<file path="src/rtl/adat_tx.sv">
// ADAT optical-format transmitter.
// Collects CHANNELS samples from a valid/ready stream into a pending buffer,
// assembles a 256-bit ADAT frame (sync, user nibble, 8 x 24-bit slots with
// a '1' separator ahead of every nibble) at each frame boundary, and shifts
// it out MSB first as an NRZI line, one bit per bit_en strobe.
module adat_tx #(
  parameter int CHANNELS = 8,
  parameter int SAMPLE_W = 24
) (
  input  logic                       clk,
  input  logic                       reset_n,
  input  logic                       bit_en,
  input  logic                       timecode,
  input  logic                       midi,
  input  logic                       smux,
  input  logic signed [SAMPLE_W-1:0] s_data,
  input  logic                       s_valid,
  output logic                       s_ready,
  output logic                       bitstream_out,
  output logic                       frame_start,
  output logic                       underrun
);

  localparam int IDX_W = (CHANNELS > 1) ? $clog2(CHANNELS) : 1;
  localparam logic [IDX_W-1:0] LAST_IDX = IDX_W'(CHANNELS - 1);

  // Pending sample set and its write pointer
  logic signed [SAMPLE_W-1:0] pend_mem [CHANNELS];
  logic [IDX_W-1:0]           wr_idx;
  logic                       pend_full;

  // Frame timing and serialiser
  logic [7:0]   bit_cnt;
  logic [255:0] frame_sr;

  logic         xfer;
  logic         load;
  logic         load_data;
  logic [191:0] slot_bus;
  logic [191:0] slot_sel;
  logic [255:0] frame_new;
  logic         tx_bit;

  // MSB-align a sample into a 24-bit slot; unused LSBs are zero.
  function automatic logic [23:0] align_slot(input logic signed [SAMPLE_W-1:0] s);
    logic [23:0] r;
    r = '0;
    r[23 -: SAMPLE_W] = s;
    return r;
  endfunction

  // Assemble the full 256-bit frame image, bit 255 transmitted first.
  function automatic logic [255:0] build_frame(input logic         tc,
                                               input logic         md,
                                               input logic         sm,
                                               input logic [191:0] slots);
    logic [255:0] f;
    logic [23:0]  s;
    f = '0;
    f[255:245] = 11'b100_0000_0000;
    f[244:240] = {1'b1, tc, md, sm, 1'b0};
    for (int c = 0; c < 8; c++) begin
      s = slots[c*24 +: 24];
      for (int g = 0; g < 6; g++) begin
        f[239 - 30*c - 5*g -: 5] = {1'b1, s[23 - 4*g -: 4]};
      end
    end
    return f;
  endfunction

  assign s_ready   = reset_n & ~pend_full;
  assign xfer      = s_valid & s_ready;
  assign load      = bit_en & (bit_cnt == 8'd0);
  // A set completed on the load edge itself is not yet visible here, so
  // that frame underruns and the set waits for the next boundary.
  assign load_data = load & pend_full;

  // Gather pending samples into slot order; unpopulated slots stay zero.
  always_comb begin
    slot_bus = '0;
    for (int c = 0; c < CHANNELS; c++) begin
      slot_bus[c*24 +: 24] = align_slot(pend_mem[c]);
    end
  end

  assign slot_sel  = load_data ? slot_bus : '0;
  assign frame_new = build_frame(timecode, midi, smux, slot_sel);
  assign tx_bit    = load ? frame_new[255] : frame_sr[255];

  // Sample storage: written on every accepted transfer, never reset.
  always_ff @(posedge clk) begin
    if (xfer) begin
      pend_mem[wr_idx] <= s_data;
    end
  end

  // Collector control: write pointer and full flag.
  always_ff @(posedge clk) begin
    if (!reset_n) begin
      wr_idx    <= '0;
      pend_full <= 1'b0;
    end else begin
      if (load_data) begin
        pend_full <= 1'b0;
      end else if (xfer && (wr_idx == LAST_IDX)) begin
        pend_full <= 1'b1;
      end
      if (xfer) begin
        wr_idx <= (wr_idx == LAST_IDX) ? '0 : wr_idx + IDX_W'(1);
      end
    end
  end

  // Bit counter, serialiser, NRZI line and frame markers.
  always_ff @(posedge clk) begin
    if (!reset_n) begin
      bit_cnt       <= 8'd0;
      frame_sr      <= '0;
      bitstream_out <= 1'b0;
      frame_start   <= 1'b0;
      underrun      <= 1'b0;
    end else begin
      frame_start <= load;
      underrun    <= load & ~pend_full;
      if (bit_en) begin
        bit_cnt       <= bit_cnt + 8'd1;
        bitstream_out <= bitstream_out ^ tx_bit;
        frame_sr      <= load ? {frame_new[254:0], 1'b0} : {frame_sr[254:0], 1'b0};
      end
    end
  end

endmodule

</file>
<file path="config.mk">
export PLATFORM = sky130hd
export DESIGN_NAME = adat_tx
export DESIGN_NICKNAME = d
export VERILOG_FILES = /design/src/rtl/adat_tx.sv
export SDC_FILE = /design/constraint.sdc
export NUM_CORES = 1
export LEC_CHECK = 0
export BUFFER_PORTS_ARGS = -buffer_cell sky130_fd_sc_hd__buf_4
export CAP_MARGIN = 10
export CORE_ASPECT_RATIO = 1.75
export CORE_MARGIN = 4
export CORE_UTILIZATION = 45
export CTS_CLUSTER_DIAMETER = 40
export CTS_CLUSTER_SIZE = 8
export DETAILED_ROUTE_END_ITERATION = 8
export PLACE_DENSITY_LB_ADDON = 0.1
export SKIP_CTS_REPAIR_TIMING = 1
export SYNTH_ARGS = -nofsm -noshare
export SYNTH_HDL_FRONTEND = slang
export SYNTH_SLANG_ARGS = --single-unit
</file>
<file path="constraint.sdc">
create_clock -name clk -period 2.7 [get_ports clk]
set_input_delay 0.27 -clock clk [delete_from_list [all_inputs] [get_ports clk]]
set_output_delay 0.27 -clock clk [all_outputs]
set_load 0.02 [all_outputs]
</file>
# Yosys cells after proc, flatten, opt, wreduce, memory -nomap -nowiden
# Memories as Yosys holds them, arrays and structs flattened.
# Index checks and enable logic that the tools add are counted.
[totals]
register_bits = 271
latch_bits = 0
ramBits = 192
rom_bits = 0
input_bits = 31
output_inout_bits = 4
wordCells = 28
mem_count = 1
[op_classes]
n_addsub = 2
mul = 0
n_div = 0
n_lt_le_gt_ge = 0
eq_ne = 1
n_shift = 0
muxes = 6
bitwise_logic = 8
reduce_logical = 3
[memory_table]
columns = ["name", "words", "word_bits", "rd", "rd_ports_with_merged_regs", "wr", "line_no", "text"]
rows = [
  ["pend_mem", 8, 24, 8, 0, 1, "28", "logic signed [SAMPLE_W-1:0] pend_mem [CHANNELS];"],
]
[ops]
columns = ["cell", "count"]
rows = [
  ["two-way mux 256 bit", 1],
  ["two-way mux 192 bit", 1],
  ["adder 8 x 1 -> 8 bit, second input constant", 1],
  ["logical NOT 8 bit", 1],
  ["AND 1 bit", 5],
  ["adder 3 x 1 -> 3 bit, second input constant", 1],
  ["equality test 3 bit, second input constant", 1],
  ["two-way mux 1 bit", 3],
  ["two-way mux 3 bit", 1],
  ["inverter 1 bit", 2],
  ["OR reduction 2 bit", 1],
  ["logical AND 1 bit", 1],
  ["XOR 1 bit", 1],
]

# Logic depth before layout (Yosys ltp)
[depth]
depth_word = 5
mapped_depth = 8
depth_no_buf = 5

# Least setup slack after synthesis
# OpenSTA, ideal clock, no wires.
[synth_timing]
path_kind = "flip-flop to flip-flop"
from = "register pend_full"
to = "memory pend_mem[1][0] (enable)"
setup_ps = 435
arrival_time_ps = 2731
t_required_ps = 2265
setup_slack_ps = -466
stages_incl_launch_ff = 5
n_path_buf = 1
synth_period_minus_slack_ps = 3166
cell_sequence = "dfxtp_1 clkbuf_1 nor2b_1 nand3_1 nor3_1"
[synth_between]
elab_chain_cells = 5
[synth_rtl]
columns = ["item", "line_no", "text"]
rows = [
  ["start: declaration", "30", "logic pend_full;"],
  ["start signal: assignment", "101", "pend_full <= 1'b0;"],
  ["start signal: assignment", "104", "pend_full <= 1'b0;"],
  ["start signal: assignment", "106", "pend_full <= 1'b1;"],
  ["inverter 1 bit", "71", "assign s_ready = reset_n & ~pend_full;"],
  ["AND 1 bit", "71", ""],
  ["named net s_ready", "18", "output logic s_ready,"],
  ["AND 1 bit", "72", "assign xfer = s_valid & s_ready;"],
  ["two-way mux 1 bit", "92", "if (xfer) begin"],
  ["two-way mux 1 bit (implied by the code)", "93", "pend_mem[wr_idx] <= s_data;"],
  ["end: declaration", "28", ""],
]
# The timed path passes the listed nets, and every way through them passes these cells.

# Final worst setup path
[layout_timing]
from = "register bit_cnt[0]"
to = "register frame_sr[29]"
[layout_between]
elab_chain_cells = 5
[layout_rtl]
columns = ["item", "line_no", "text"]
rows = [
  ["start: declaration", "33", "logic [7:0] bit_cnt;"],
  ["start signal: assignment", "126", "bit_cnt <= bit_cnt + 8'd1;"],
  ["logical NOT 8 bit (*)", "73", "assign load = bit_en & (bit_cnt == 8'd0);"],
  ["AND 1 bit (*)", "73", ""],
  ["AND 1 bit", "76", "assign load_data = load & pend_full;"],
  ["two-way mux 192 bit", "86", "assign slot_sel = load_data ? slot_bus : '0;"],
  ["two-way mux 256 bit (*)", "128", "frame_sr <= load ? {frame_new[254:0], 1'b0} : {frame_sr[254:0], 1'b0};"],
  ["end signal: assignment", "128", ""],
  ["end: declaration", "34", "logic [255:0] frame_sr;"],
]
# Every way passes the cells marked *; elsewhere a longest branch is shown, timed or not.
# A chain may end at the register's enable or synchronous reset.

==> metrics <==
Post-DP Area 0.0184 mm2; Synth top cells by count 440 x o21ai_0, 270 x dfxtp_1, 194 x a31oi_1, 194 x nand4_1, 192 x edfxtp_1; unrepaired setup endpoints after global routing no; design area between 0.02 and 0.025 mm2; fmax 0.457 GHz; DRT iter0 DRCs between 1000 and 1500; IO buf count 34; cell with the most instances after synthesis o21ai_0; register clock-pin slew on the reported worst setup and hold paths ~50 ps; DR DRC count 0; Post-DRT Antenna Nets 0; register bit total from synthesis approximately 460; Synth Instances between 1500 and 2000; Core ar. 0.0392 mm2; P_sw roughly 0.0041 W; cell row count 96; Combinational Power Share 7.5%; Slowest cell on crit path or4b_4; gr usage total a little under a quarter; clock sink count between 400 and 500; die area 0.0430 mm2; switching part of the total 24.1%; post-route clock period utilization 81.0%; pre-CTS setup slack between 500 and 600 ps; Final nets around 1700; total CTS buffers 68; Final Critical Period between 2000 and 2500 ps; crit-path cells inv_1 > ha_1 > or4b_4 > buf_12 > buf_4 > o21ai_0 > a31oi_1; CTS tree yes; kind of critical path reg2reg; total power per unit cell area between 800 and 900 mW/mm2; syn_area_per_cell roughly 10 um2; hold slack about 16 ps; Initial Util a little under half; CP startpoint kind flip-flop; GR Overflow Total 0; WP data arrival roughly 2600 ps; via-per-instance ratio 6.27; critical path's top delay family simple AND/OR/NAND/NOR gates; Seq/Total Area, Yosys a little over three fifths; hpwl dp between 20000 and 30000 um; post-synth top area share 32.3%; Die W between 150 and 200 um; Finish-stage setup viols 0; Rel. slew slack 35.3%; Netlist cell types 34; synthesized cell area 0.0178 mm2; Avg WL per Cell around 22 um; largest net degree at the start of global routing between 150 and 200; Synth Flop Type dfxtp_1; Slew @ Worst Pin around 970 ps; Placer Congestion approximately 0.74; share of cells above drive strength 1 10.2%; TritonRoute pass-1 iters 5; synth top area cells edfxtp_1 32%, dfxtp_1 30%, o21ai_0 12%, a31oi_1 6.8%, nand4_1 6.8%; leading area contributor after synthesis edfxtp_1; Filler cells roughly 3500; Net Count, Synth 1736; slowest stage delay, CP around 610 ps; crit end category flip-flop; Synth Warn # 0; Leak Pwr roughly 6.5 nW; sequential share of power between 40% and 50%; Hold Crit Class in2reg; Vias 13800; maximum vdd drop roughly 0.67 mV; CTS max path bufs 3; Cell Int Power approximately 0.013 W; Total Wirelength 49100 um; setup ws final roughly 500 ps; initial antenna violation count 1; P&R area growth vs syn 15.9%; Crit path required time ~3100 ps; first-pass GRT wire length approximately 77000 um; Worst Skew 16.7 ps; Root Buffer clkbuf_16; status completed; Die Ht 271 um; clk_lat worst skew between 500 and 600 ps; pins over their slew limit 0; Total Neg Setup Slack 0 ps; Post-synth EDFFs ~190; clock power share a little under half; CP bufs+invs 3; max-cap viol count 0; CTS HTree Levels 3; Crit Path Max Fanout 35; vias in the first global route approximately 13000; final hold vios 0; ys async rst share 0%; Ports 35
[cell families after synthesis]
group | Yosys count | synth area share, %
xor+xnor | 4 | 0.196
buf+inv | 211 | 4.81
flops | 462 | 62.6
compound gates | 761 | 23.1
mux | 5 | 0.281
fa+ha+maj | 4 | 0.281
simple gates | 254 | 8.71
[power groups by stage]
stage / clock [W] / combinational (W) / sequential [W]
5_1_grt: 0.00840 / 0.00140 / 0.00773
6_report: 0.00793 / 0.00127 / 0.00771
4_1_cts: 0.00807 / 0.00124 / 0.00771
3_5_place_dp: 0 / 0.00124 / 0.00785
3_3_place_gp: 0 / 0.00122 / 0.00784
2_1_floorplan: 0 / 0.000822 / 0.00779
[through the flow]
step	util [%]	power (W)	cells
floorplan	-	0.00862	1701
global placement	47.1	0.00907	2058
detailed placement	47.1	0.00908	2058
CTS	52.2	0.0170	2181
global route	52.8	0.0175	2203
finish	52.8	0.0169	2203
[worst min-delay path: stages]
cell     delay (ps)
buf_4           110
nand3_1          60
a31oi_1          80
[path summary, 6_finish.rpt]
path | from | end | slack (ps) | depth (start not counted)
worst max-delay path | bit_cnt[0]$_SDFFE_PN0P_ | frame_sr[29]$_SDFFE_PN0P_ | 510 | 7
worst min-delay path | smux | frame_sr[242]$_SDFFE_PN0P_ | 20 | 3
worst max register to register | bit_cnt[0]$_SDFFE_PN0P_ | frame_sr[29]$_SDFFE_PN0P_ | 510 | 7
worst min register to register | frame_sr[246]$_SDFFE_PN0P_ | frame_sr[246]$_SDFFE_PN0P_ | 470 | 2
[area by class of cell]
class	count	area, um2	area share (%)
sequential	462	11200	54.1
multi-input combinational	1028	5880	28.5
clock buffer	116	1940	9.41
timing repair buffer	96	972	4.71
tap	490	613	2.97
clock inverter	7	61.3	0.297
inverter	3	11.3	0.0545
antenna	1	2.50	0.0121
[cells in the final DEF (no fill, tap or decap), types with 5 or more instances in the layout]
cell type,n
o211ai_2,7
dfxtp_1,269
edfxtp_1,192
buf_4,58
dlygate4sd3_1,21
nand3_1,7
mux2i_1,5
nand2b_1,15
nor2_4,5
nor2_1,10
a31oi_1,194
clkbuf_16,70
nand4_1,194
a21oi_1,114
o21ai_0,440
clkbuf_1,44
nand2_1,5
buf_12,15
[registers in the layout, indices dropped and copies added (netlist names)]
register,flops
bit_cnt,8
underrun,1
frame_sr,255
bitstream_out,1
wr_idx,3
frame_start,1
pend_full,1
pend_mem,192
[routing by layer]
metal | global-route usage [%] | share of wire, %
met5 | 0 | 0
met4 | 5.73 | 1.8
met3 | 4.43 | 5.1
met2 | 36.7 | 50
met1 | 30.9 | 43
Power figures use the tool's default switching activity.
